[config.mk]
export PLATFORM = sky130hd
export DESIGN_NAME = pcie_tx_arb
export DESIGN_NICKNAME = d
export VERILOG_FILES = /design/src/rtl/pcie_tx_pkg.sv /design/src/rtl/pcie_rr_pick.sv /design/src/rtl/pcie_tx_arb.sv
export SDC_FILE = /design/constraint.sdc
export NUM_CORES = 1
export LEC_CHECK = 0
export CAP_MARGIN = 0
export CORE_ASPECT_RATIO = 1.4
export CORE_MARGIN = 5
export CORE_UTILIZATION = 23
export DETAILED_ROUTE_END_ITERATION = 12
export GPL_ROUTABILITY_DRIVEN = 0
export GPL_TIMING_DRIVEN = 0
export PLACE_DENSITY = 0.79
export SYNTH_ARGS = -nofsm -noshare
export SYNTH_HDL_FRONTEND = slang
export SYNTH_SLANG_ARGS = --single-unit
[constraint.sdc]
create_clock -name clk_125 -period 2 [get_ports clk_125]
set_clock_uncertainty 0.15 [all_clocks]
set_input_delay 0.4 -clock clk_125 [delete_from_list [all_inputs] [get_ports clk_125]]
set_output_delay 0.4 -clock clk_125 [all_outputs]
set_load 0.01 [all_outputs]
[src/rtl/pcie_tx_pkg.sv]
// Shared definitions for the PCIe TX arbiter: FSM encoding, credit-field layout
// and the credit sufficiency test used when credit checking is compiled in.
package pcie_tx_pkg;

    typedef enum logic [1:0] {
        ST_IDLE = 2'd0,
        ST_REQ  = 2'd1,
        ST_XFER = 2'd2
    } arb_state_e;

    localparam int HCRED_W       = 9;
    localparam int DCRED_W       = 13;
    localparam int HCRED_INF_BIT = 8;
    localparam int DCRED_INF_BIT = 12;
    localparam int DNEED_W       = 8;

    // A set infinite bit satisfies the check regardless of the count field.
    function automatic logic credit_ok(
        input logic [HCRED_W-1:0] hcred,
        input logic [DCRED_W-1:0] dcred,
        input logic [DNEED_W-1:0] need
    );
        logic hdr_ok;
        logic dat_ok;
        hdr_ok = hcred[HCRED_INF_BIT] || (hcred[HCRED_INF_BIT-1:0] != '0);
        dat_ok = dcred[DCRED_INF_BIT] ||
                 (dcred[DCRED_INF_BIT-1:0] >= {{(DCRED_INF_BIT-DNEED_W){1'b0}}, need});
        return hdr_ok && dat_ok;
    endfunction

endpackage

[src/rtl/pcie_rr_pick.sv]
// Combinational round-robin picker: first eligible index at or after ptr, wrapping.
module pcie_rr_pick #(
    parameter int N  = 3,
    parameter int IW = 2
) (
    input  logic [N-1:0]  elig,
    input  logic [IW-1:0] ptr,
    output logic [IW-1:0] idx,
    output logic          valid
);

    localparam logic [IW:0] N_W = (IW+1)'(N);

    logic [IW-1:0] cand [N];
    logic [N-1:0]  hit;

    generate
        for (genvar gi = 0; gi < N; gi++) begin : g_cand
            logic [IW:0] sum;
            assign sum       = {1'b0, ptr} + (IW+1)'(gi);
            assign cand[gi]  = (sum >= N_W) ? IW'(sum - N_W) : sum[IW-1:0];
            assign hit[gi]   = elig[cand[gi]];
        end
    endgenerate

    // Scan from the far end so the candidate closest to ptr wins.
    always_comb begin
        idx   = '0;
        valid = 1'b0;
        for (int k = N - 1; k >= 0; k--) begin
            if (hit[k]) begin
                idx   = cand[k];
                valid = 1'b1;
            end
        end
    end

endmodule

[src/rtl/pcie_tx_arb.sv]
// Round-robin TLP arbiter in front of the PCIe core TX port. Define
// PCIE_TX_CREDIT_CHK_EN to gate eligibility on available header/data credits.
module pcie_tx_arb
    import pcie_tx_pkg::*;
#(
    parameter int NREQ = 3,
    parameter int DW   = 16
) (
    input  logic                 clk_125,
    input  logic                 sys_rst,
    input  logic [NREQ-1:0]      req,
    input  logic [NREQ-1:0]      req_posted,
    input  logic [NREQ*8-1:0]    req_dcred,
    output logic [NREQ-1:0]      gnt,
    input  logic [NREQ-1:0]      st_i,
    input  logic [NREQ-1:0]      end_i,
    input  logic [NREQ*DW-1:0]   data_i,
    output logic                 tx_req,
    input  logic                 tx_rdy,
    output logic                 tx_st,
    output logic                 tx_end,
    output logic [DW-1:0]        tx_data,
    input  logic [HCRED_W-1:0]   tx_ca_ph,
    input  logic [HCRED_W-1:0]   tx_ca_cplh,
    input  logic [DCRED_W-1:0]   tx_ca_pd,
    input  logic [DCRED_W-1:0]   tx_ca_cpld
);

    localparam int SW = $clog2(NREQ);
    localparam logic [SW-1:0] LAST_IDX = SW'(NREQ - 1);

    arb_state_e      state_reg, state_next;
    logic [SW-1:0]   sel_reg, sel_next;
    logic [SW-1:0]   rr_ptr_reg, rr_ptr_next;
    logic            st_seen_reg, st_seen_next;
    logic [NREQ-1:0] elig;
    logic [SW-1:0]   pick_idx;
    logic            pick_valid;

`ifdef PCIE_TX_CREDIT_CHK_EN
    generate
        for (genvar gi = 0; gi < NREQ; gi++) begin : g_elig
            assign elig[gi] = req[gi] && (req_posted[gi]
                ? credit_ok(tx_ca_ph,   tx_ca_pd,   req_dcred[gi*8 +: 8])
                : credit_ok(tx_ca_cplh, tx_ca_cpld, req_dcred[gi*8 +: 8]));
        end
    endgenerate
`else
    logic unused_credit_inputs;
    assign unused_credit_inputs = ^{req_posted, req_dcred, tx_ca_ph, tx_ca_cplh,
                                    tx_ca_pd, tx_ca_cpld};
    assign elig = req;
`endif

    pcie_rr_pick #(
        .N  (NREQ),
        .IW (SW)
    ) u_pick (
        .elig  (elig),
        .ptr   (rr_ptr_reg),
        .idx   (pick_idx),
        .valid (pick_valid)
    );

    always_ff @(posedge clk_125) begin
        if (sys_rst) begin
            state_reg   <= ST_IDLE;
            sel_reg     <= '0;
            rr_ptr_reg  <= '0;
            st_seen_reg <= 1'b0;
        end else begin
            state_reg   <= state_next;
            sel_reg     <= sel_next;
            rr_ptr_reg  <= rr_ptr_next;
            st_seen_reg <= st_seen_next;
        end
    end

    always_comb begin
        state_next   = state_reg;
        sel_next     = sel_reg;
        rr_ptr_next  = rr_ptr_reg;
        st_seen_next = st_seen_reg;
        gnt          = '0;
        tx_req       = 1'b0;
        tx_st        = 1'b0;
        tx_end       = 1'b0;
        tx_data      = '0;
        case (state_reg)
            ST_IDLE: begin
                st_seen_next = 1'b0;
                if (pick_valid) begin
                    sel_next   = pick_idx;
                    state_next = ST_REQ;
                end
            end
            ST_REQ: begin
                tx_req = 1'b1;
                // A withdrawn request abandons the slot without advancing rr_ptr.
                if (!req[sel_reg])
                    state_next = ST_IDLE;
                else if (tx_rdy)
                    state_next = ST_XFER;
            end
            ST_XFER: begin
                gnt[sel_reg] = 1'b1;
                tx_req       = !st_seen_reg;
                tx_st        = st_i[sel_reg];
                tx_end       = end_i[sel_reg];
                tx_data      = data_i[sel_reg*DW +: DW];
                if (st_i[sel_reg])
                    st_seen_next = 1'b1;
                if (end_i[sel_reg]) begin
                    state_next  = ST_IDLE;
                    rr_ptr_next = (sel_reg == LAST_IDX) ? '0 : sel_reg + 1'b1;
                end
            end
            default: state_next = ST_IDLE;
        endcase
    end

endmodule
==> results by group <==
Run status
  • Status: finished, final reports clean

Layout
  • Nets@finish: ~410
  • Share of layout cells above drive strength 1: 0.3222
  • Antenna cell count: 0
  • Layout Cells excl Fill: 334
  • Area Growth Syn to Fin: 108.3%
  • Final instance area: 2366 um^2

Global route
  • Remaining Overflow, GRT: 0
  • Initial antenna violation count: 0
  • Vias in the first global route: 1513
  • First-pass GRT wire length: 7031 um
  • Total GRT Usage: 0.1343
  • Largest net degree at the start of global routing: 11

Yosys
  • Synth cell types: 38
  • Async set or reset register ratio after synthesis: 0
  • Syn. warnings: 0
  • Average cell area after synthesis: 6.762 um^2
  • Post-synth top area share: 0.1938
  • Top-count cell post-synth: nor2_1
  • Seq cells post-synth: 7
  • Seq/Total Area, Yosys: 0.1233
  • Top cells by area, synth: mux2i_1, nor2_1, dfxtp_1
  • Commonest cells in the netlist: nor2_1, mux2i_1, a21oi_1
  • Cells after synthesis: roughly 170
  • Yosys top cell by area: mux2i_1
  • Mapped cell area: approximately 1100 um^2
  • Syn nets: 306
  • Main synth FF type: dfxtp_1
  • EDFF count, synth: 0

Clock network
  • Root Driver: clkbuf_8
  • CTS tree: done
  • CTS max path bufs: 2
  • Worst-Skew Late Latency: 0.23 ns
  • H-tree Lvls: 1
  • Cts bufs inserted: 3
  • Clk pin slew, worst setup/hold paths: 0.04 ns
  • Sink Count: 7
  • Post-CTS Hold Buffers: 0

Run
  • MaxCap Viol Count: 0

Placed design
  • PortBufs: 81
  • Post-DP Area: around 2000 um^2
  • # placed instances: 313
  • HPWL after DPL: 3367 um

Drt
  • Routed metal-1 wire length: between 1500 and 2000 um
  • Post-DR vias/cell: 4.674
  • Average wire per standard cell: 13.63 um
  • Antenna Nets Post-Route: 0
  • Total length of routed wires: 4553 um
  • Iteration-0 DRC Markers: 69
  • Met3 WL: roughly 460 um
  • DR top layer: met4
  • Vias: around 1600
  • Met2 wire length: 2280 um
  • Drt pass-1 iters: 4
  • Post-route DRC: 0

STA
  • WHS: about 0.4 ns
  • Count of final setup violators: 0
  • Period utilisation layout: 0.9819
  • Fin crit period: 1.964 ns
  • Fin. max-slew vios: 0
  • TNS Setup: 0 ns
  • Slew margin rel.: 0.7742
  • RSZ-0062 raised after global routing: yes
  • FMAX: between 500 and 600 MHz
  • Worst-margin pin slew: 0.3358 ns
  • Final Hold Viols: 0

Setup path
  • Worst setup SP type: flip-flop
  • Reg2reg setup slack: approximately 0.07 ns
  • Crit Path Max Fanout: 6
  • Crit path kind: flip-flop to primary output
  • Worst Path Required: around 1.5 ns
  • Worst EP arrival: 1.41 ns
  • CP Capture Type: primary output

Floorplan
  • Initial Util: 0.2346
  • I/O pin cnt: 153
  • Core area: 4842 um^2
  • Die area: 6465 um^2
  • Die H: 93.16 um
  • Die Wd: 69.40 um
  • Site Rows: 30

Power and ir drop
  • Pwr Density: 440.8 nW/um^2
  • Power after layout: around 1000 uW
  • Max IR drop VDD: roughly 0.17 mV
  • P_leak: ~0.0010 uW

Worst hold path
  • Worst min path class: flip-flop to flip-flop
[placed cells by master (no fill, tap or decap), drive strengths merged, types with 2 or more instances in the layout]
master | Yosys | layout
clkdlybuf4s50 | 0 | 53
nor2 | 42 | 42
buf | 6 | 42
mux2i | 22 | 22
a21oi | 21 | 21
inv | 11 | 11
clkbuf | 5 | 11
ha | 7 | 7
dfxtp | 7 | 7
nand2 | 6 | 6
o21ai | 4 | 4
dlymetal6s2s | 0 | 4
o21a | 3 | 3
nand2b | 3 | 3
a31oi | 3 | 3
o2bb2ai | 3 | 3
nor3b | 2 | 2
nor3 | 2 | 2
dlygate4sd2 | 0 | 2
nor2b | 2 | 2
or2b | 2 | 2
[path summary, 6_finish.rpt]
check,startpoint,depth (start not counted),to
setup / recovery,sel_reg[0]$_SDFFE_PP0P_,7,tx_data[10]
hold / removal,state_reg[1]$_SDFFE_PP0P_,2,state_reg[1]$_SDFFE_PP0P_
setup reg to reg,rr_ptr_reg[0]$_SDFFE_PP0P_,7,sel_reg[0]$_SDFFE_PP0P_
hold reg to reg,state_reg[1]$_SDFFE_PP0P_,2,state_reg[1]$_SDFFE_PP0P_
[power breakdown]
group / total [uW] / internal, uW / switching, uW
Combinational: 667 / 391 / 276
Sequential: 177 / 155 / 22.0
Clock: 199 / 138 / 60.8
[stage by stage]
stage | utilization | setup WS [ns]
floorplan | - | 0.007200
global placement | 0.4186 | -0.7188
detailed placement | 0.4186 | -0.6829
CTS | 0.4752 | -0.02625
global route | 0.4886 | -0.05013
finish | 0.4886 | 0.03622
[critical path, cell delays in order (launching register included)]
cell and delay, ns:
dfxtp_4 0.36, nor2b_4 0.13, buf_6 0.12, buf_6 0.12
clkbuf_16 0.15, a21oi_1 0.13, nor2_1 0.05, buf_2 0.13
[cells by family after synthesis]
logic type	synth area share
adders and majority gates	0.07709
DFF	0.1233
and+or+nand+nor	0.2544
muxes	0.1938
AOI/OAI and AO/OA	0.2676
buffers and inverters	0.08370
[cell type report]
type / instances / area [um^2]
Fill cell: 481 / 2476
Clock buffer: 4 / 45.04
Multi-Input combinational cell: 139 / 1011
Inverter: 11 / 46.29
Timing Repair Buffer: 101 / 915.9
Sequential cell: 7 / 157.7
Tap cell: 64 / 80.08
Buffer: 8 / 110.1
[timing repair]
item / CTS / global route
pin swaps: 7 / 15
resized for setup: 132 / 27
setup endpoints to repair: 25 / 24
buffers inserted: 12 / 6
gates cloned: 2 / 0
[layer usage]
layer | up-vias | track usage
met5 | - | 0
met4 | 0 | 0.05537
met3 | 4 | 0.04624
met2 | 73 | 0.2349
met1 | 695 | 0.1472
li1 | 789 | -
No activity file was read; power rests on OpenSTA's default activity.
